File: src/rtl/regs_banked_ctx.sv
// Register bank for the accumulator MCU: opcode, immediate, PSR and a banked accumulator file.
// Define REGS_CTX_STACK_EN to build the {bank, psr, acc[bank]} interrupt context stack.
`ifndef MCU_LOAD
`define MCU_LOAD 8'h01
`endif

module regs_banked_ctx #(
    parameter int DATA_WIDTH = 8,
    parameter int INST_WIDTH = 8,
    parameter int ADDR_WIDTH = 8,
    parameter int PSR_WIDTH  = 4,
    parameter int NUM_ACC    = 4,
    parameter int CTX_DEPTH  = 4,
    parameter logic [INST_WIDTH-1:0] OPCODE_RST = `MCU_LOAD,
    localparam int BW = $clog2(NUM_ACC),
    localparam int CW = $clog2(CTX_DEPTH + 1)
) (
    input  logic                  clk,
    input  logic                  rst,
    input  logic [INST_WIDTH-1:0] imem_data,
    input  logic                  opcode_update,
    output logic [INST_WIDTH-1:0] opcode,
    input  logic                  imm_update,
    input  logic                  psr_update,
    input  logic [PSR_WIDTH-1:0]  apsr,
    output logic [PSR_WIDTH-1:0]  psr,
    input  logic                  bank_update,
    input  logic [BW-1:0]         bank_sel,
    output logic [BW-1:0]         bank,
    input  logic                  acc_update,
    input  logic [DATA_WIDTH-1:0] alu,
    output logic [DATA_WIDTH-1:0] opa,
    output logic [DATA_WIDTH-1:0] opb,
    input  logic [DATA_WIDTH-1:0] dmem_data_r,
    output logic [DATA_WIDTH-1:0] dmem_data_w,
    output logic [ADDR_WIDTH-1:0] dmem_addr_reg,
    input  logic                  ctx_push,
    input  logic                  ctx_pop,
    input  logic                  ctx_err_clr,
    output logic [CW-1:0]         ctx_count,
    output logic                  ctx_full,
    output logic                  ctx_empty,
    output logic                  ctx_err
);

    logic [INST_WIDTH-1:0] opcode_q;
    logic [INST_WIDTH-1:0] imm_q;
    logic [PSR_WIDTH-1:0]  psr_q;
    logic [BW-1:0]         bank_q;
    logic [DATA_WIDTH-1:0] acc_q [NUM_ACC];

    // restore path from the context stack (tied off when the stack is not built)
    logic                  do_pop;
    logic [BW-1:0]         pop_bank;
    logic [PSR_WIDTH-1:0]  pop_psr;
    logic [DATA_WIDTH-1:0] pop_acc;

    always_ff @(posedge clk or posedge rst) begin
        if (rst) begin
            opcode_q <= OPCODE_RST;
            imm_q    <= '0;
        end else begin
            if (opcode_update) opcode_q <= imem_data;
            if (imm_update)    imm_q    <= imem_data;
        end
    end

    // a restore takes priority over same-edge bank/psr updates
    always_ff @(posedge clk or posedge rst) begin
        if (rst) begin
            bank_q <= '0;
            psr_q  <= '0;
        end else if (do_pop) begin
            bank_q <= pop_bank;
            psr_q  <= pop_psr;
        end else begin
            if (bank_update) bank_q <= bank_sel;
            if (psr_update)  psr_q  <= apsr;
        end
    end

    // acc_update always targets the pre-edge bank, even alongside bank_update
    always_ff @(posedge clk or posedge rst) begin
        if (rst) begin
            for (int i = 0; i < NUM_ACC; i++) acc_q[i] <= '0;
        end else if (do_pop) begin
            acc_q[pop_bank] <= pop_acc;
        end else if (acc_update) begin
            acc_q[bank_q] <= alu;
        end
    end

    assign opcode        = opcode_q;
    assign psr           = psr_q;
    assign bank          = bank_q;
    assign opa           = acc_q[bank_q];
    assign opb           = DATA_WIDTH'(imm_q);
    assign dmem_data_w   = acc_q[bank_q];
    assign dmem_addr_reg = ADDR_WIDTH'(acc_q[bank_q]);

`ifdef REGS_CTX_STACK_EN
    localparam int PW    = (CTX_DEPTH > 1) ? $clog2(CTX_DEPTH) : 1;
    localparam int SLOTS = 1 << PW;

    logic [CW-1:0]         count_q;
    logic                  err_q;
    logic [BW-1:0]         stk_bank [SLOTS];
    logic [PSR_WIDTH-1:0]  stk_psr  [SLOTS];
    logic [DATA_WIDTH-1:0] stk_acc  [SLOTS];
    logic                  full;
    logic                  empty;
    logic                  do_push;
    logic                  err_set;
    logic [CW-1:0]         top;

    assign full    = (count_q == CW'(CTX_DEPTH));
    assign empty   = (count_q == '0);
    assign do_push = ctx_push & ~ctx_pop & ~full;
    assign do_pop  = ctx_pop & ~ctx_push & ~empty;
    assign err_set = (ctx_push & ctx_pop) | (ctx_push & full) | (ctx_pop & empty);
    assign top     = count_q - CW'(1);

    assign pop_bank = stk_bank[top[PW-1:0]];
    assign pop_psr  = stk_psr[top[PW-1:0]];
    assign pop_acc  = stk_acc[top[PW-1:0]];

    always_ff @(posedge clk or posedge rst) begin
        if (rst) begin
            count_q <= '0;
            err_q   <= 1'b0;
        end else begin
            if (do_push)      count_q <= count_q + CW'(1);
            else if (do_pop)  count_q <= top;
            if (err_set)          err_q <= 1'b1;
            else if (ctx_err_clr) err_q <= 1'b0;
        end
    end

    // entries need no reset: the count alone decides what is valid
    always_ff @(posedge clk) begin
        if (do_push) begin
            stk_bank[count_q[PW-1:0]] <= bank_q;
            stk_psr[count_q[PW-1:0]]  <= psr_q;
            stk_acc[count_q[PW-1:0]]  <= acc_q[bank_q];
        end
    end

    assign ctx_count = count_q;
    assign ctx_full  = full;
    assign ctx_empty = empty;
    assign ctx_err   = err_q;

    logic unused_sig;
    assign unused_sig = ^{dmem_data_r, top};
`else
    assign do_pop    = 1'b0;
    assign pop_bank  = '0;
    assign pop_psr   = '0;
    assign pop_acc   = '0;
    assign ctx_count = '0;
    assign ctx_full  = 1'b0;
    assign ctx_empty = 1'b1;
    assign ctx_err   = 1'b0;

    logic unused_sig;
    assign unused_sig = ^{dmem_data_r, ctx_push, ctx_pop, ctx_err_clr};
`endif

endmodule

File: config.mk
export PLATFORM = sky130hd
export DESIGN_NAME = regs_banked_ctx
export DESIGN_NICKNAME = d
export VERILOG_FILES = /design/src/rtl/regs_banked_ctx.sv
export SDC_FILE = /design/constraint.sdc
export NUM_CORES = 1
export LEC_CHECK = 0
export ABC_AREA = 1
export CORE_ASPECT_RATIO = 1.2
export CORE_MARGIN = 1.5
export CORE_UTILIZATION = 40
export DETAILED_ROUTE_END_ITERATION = 10
export GPL_TIMING_DRIVEN = 0
export PLACE_DENSITY = 0.79
export SETUP_SLACK_MARGIN = 0.3
export SYNTH_ARGS = -nofsm -noshare
export SYNTH_HDL_FRONTEND = slang
export SYNTH_SLANG_ARGS = --single-unit
File: constraint.sdc
create_clock -name clk -period 4.3 [get_ports clk]
set_clock_uncertainty 0.1 [all_clocks]
set_input_delay 1.075 -clock clk [delete_from_list [all_inputs] [get_ports clk]]
set_output_delay 1.075 -clock clk [all_outputs]
set_load 0.01 [all_outputs]
==> metrics.md <==
| Metric | Value |
|---|---|
| Outcome | finished, final reports clean |
| Main area contributors after synthesis | dfrtp_1, nand2_1, buf_4, nand3_1, o21ai_0 |
| Critical path data arrival time | 2230 ps |
| Critical Path RT | 3120 ps |
| Leak | 0.00189 uW |
| Crit. End Element | output pin |
| Period Utilization, post-route | 79.1% |
| Initial DRC Count | 182 |
| N_diodes | 0 |
| Post-CTS Repair Setup Buffers | 0 |
| Most area-hungry cell type in the Yosys netlist | dfrtp_1 |
| Antenna violation net count after detailed routing | 0 |
| Power Total | 1560 uW |
| Synthesized area | 2670 um2 |
| Register area | 1350 um2 |
| Number of synthesized register bits | 54 |
| WHS Path Cells | 2 |
| Worst Hold Path EP | acc_q[24] |
| Worst reg2reg setup slack | 2870 ps |
| GRT overflow | 0 |
| CTS tree | yes |
| Num CTS Buffers | 5 |
| Die Y | 92.5 um |
| Core area | 6450 um2 |
| Pwr/cell area | 424 nW/um2 |
| Final Hold Vio Count | 0 |
| RSZ-0062 raised after global routing | no |
| Simple-Gate Fraction of Synth Area | 28.9% |
| Routed WL per cell | 12.6 um |
| Library cells used by synthesis | 17 |
| Ports | 92 |
| Worst hold path type | flop to flop |
| Post-synthesis mux area share | 0% |
| Largest net degree at the start of global routing | 30 |
| Critical path class | flop to output pin |
| CP max stage cell | clkdlybuf4s50_1 |
| Post-CTS sizing | 0 |
| Worst stage delay on the critical path | 520 ps |
| Tmin final | 3400 ps |
| XOR/XNOR Fraction of Synth Area | 0% |
| Setup WS pre-CTS | 1260 ps |
| Ys async rst share | 100% |
| Die ar. | 7170 um2 |
| Area grow syn2layout | 38.0% |
| Setup_tns | 0 ps |
| Ys Warns | 0 |
| # rows | 32 |
| Die Wd | 77.6 um |
| Final max-slew violation count | 0 |
| Synth Area in Compound Gates | 6.75% |
| Hold buffer count at CTS | 0 |
| Multi-input logic area | 975 um2 |
| Commonest cells post-synth | nand2_1, dfrtp_1, inv_1, buf_4, nand3_1 |
| Post-Syn Instances | 331 |
| Worst path most repeated cell | nand2_1 |
| GRT Util Overall | 19.6% |
| Clock Path Buffers | 2 |
| CTS H-tree lvls | 2 |
| First-pass GRT wire length | 11.0 mm |
| Global placement routability congestion | 0.790 |
| Fmax | 294 MHz |
| Fill count | 599 |
| CP max FO | 10 |
| # Max-Cap Violations | 0 |
| Largest family of logic cells by synthesized area | simple AND/OR/NAND/NOR gates |
| Reg-to-reg endpoint | acc_q[16] |
| Most common cell in the netlist | nand2_1 |
| Sequential cell area fraction in the yosys report | 50.7% |
| EDFF count, synth | 0 |
| Total Nets Final | 456 |
| Max VDD drop | 219 uV |
| Hold_sp | acc_q[24] |
| # clock sinks | 54 |
| Final setup violation count | 0 |
| Startpoint Class | flop |
| Starting density of the core | 41.4% |
| Top-area cell type share of the netlist area | 49.7% |
| Worst-path clk slew | 100 ps |
| Final WS setup | 897 ps |
| Root Driver | clkbuf_8 |
| PortBufs | 73 |
| Post-synth top flop | dfrtp_1 |
| Reg-to-Reg Start | bank[1] |
| Layout cell share with drive strength beyond 1 | 13.7% |
| Slew @ Worst Pin | 650 ps |
| Routed WL | 6.35 mm |
| Post-synthesis area per instance | 8.06 um2 |
| Detailed Routing Iterations Pass 1 | 4 |
| Vias in the first global route | 2349 |
| Drt via density | 4.62 |
| Worst r2r path cells | 4 |
| Via count | 2319 |
| Worst path cell trace | inv_2, buf_2, nand2_1, nand2_1, nand2_1, nand2_1, buf_4, clkdlybuf4s50_1 |
| DR DRC count | 0 |
| Slew Limit Headroom | 56.6% |
| DPL Wire Length | 4.63 mm |
| Clk_lat worst skew | 310 ps |
| Adder-Cell Fraction of Synth Area | 0% |
| Antenna violations before repair | 0 |
==> kinds of logic after synthesis <==
group,after synthesis
buffers and inverters,64
other,2
flip-flops,54
AND/OR/NAND/NOR,181
AO/OA/AOI/OAI,30
==> through the flow <==
step           utilization, %  hold slack [ps]  std cells  area [um2]
6_report                 57.1              383        502        3680
5_1_grt                  57.1              413        502        3680
4_1_cts                  57.1              383        502        3680
3_5_place_dp             54.9              359        494        3540
3_3_place_gp             54.6              354        493        3520
2_1_floorplan               -              342        335        2680
==> cell usage in the layout, fill, tap and decap left out <==
master / synthesis / layout
nand2_1: 151 / 151
clkdlybuf4s50_1: 0 / 73
dfrtp_1: 53 / 53
inv_1: 29 / 28
nand3_1: 24 / 24
buf_4: 24 / 24
o21ai_0: 22 / 22
o21ai_2: 8 / 8
conb_1: 2 / 6
clkbuf_8: 0 / 6
buf_2: 3 / 3
nand3_4: 3 / 3
buf_6: 3 / 3
inv_2: 2 / 3
clkbuf_1: 2 / 2
nor2_2: 2 / 2
bufinv_16: 0 / 2
buf_1: 1 / 1
nor2_8: 1 / 1
buf_12: 0 / 1
dfstp_2: 1 / 1
==> worst max path at each step <==
stage | depth (start not counted) | slack (ps) | start | end
3_3_place_gp | 2 | 820 | rst | opcode[1]
5_1_grt | 8 | 740 | bank[0] | dmem_data_w[0]
2_1_floorplan | 1 | 1810 | rst | acc_q[0]
6_report | 8 | 900 | bank[0] | dmem_data_w[0]
4_1_cts | 8 | 900 | bank[0] | dmem_data_w[0]
3_5_place_dp | 8 | 1260 | bank[0] | dmem_data_w[0]
==> layout make-up <==
type                            instances  area share, %
Buffer                                 33           6.52
Clock buffer                            6           2.24
Clock inverter                          2           1.63
Inverter                               31           3.16
Multi-Input combinational cell        217           26.5
Sequential cell                        54           36.7
Tap cell                               85           2.89
Timing Repair Buffer                   74           20.4
==> power by group <==
part           total, uW  internal [uW]  switching (uW)
registers            648            595            52.0
logic                503            269             234
clock network        411            248             163
total               1560           1110             449
==> flip-flops by register name, indices dropped and copies added (netlist names) <==
register  count
acc_q        32
psr           4
opb           8
bank          2
opcode        8
==> critical path: cells and delay by family (launching register included) <==
kind                   cells  cell delay (ps)
buffers and inverters      4             1130
flip-flops                 1              460
AND/OR/NAND/NOR            4              330
==> per-layer routing <==
layer | vias up | wire length (um) | track usage (%)
li1 | 1158 | - | -
met1 | 1055 | 2560 | 23.4
met2 | 93 | 3100 | 33.3
met3 | 13 | 539 | 6.11
met4 | 0 | 153 | 6.97
met5 | - | 0 | 0
Power figures use the tool's default switching activity.
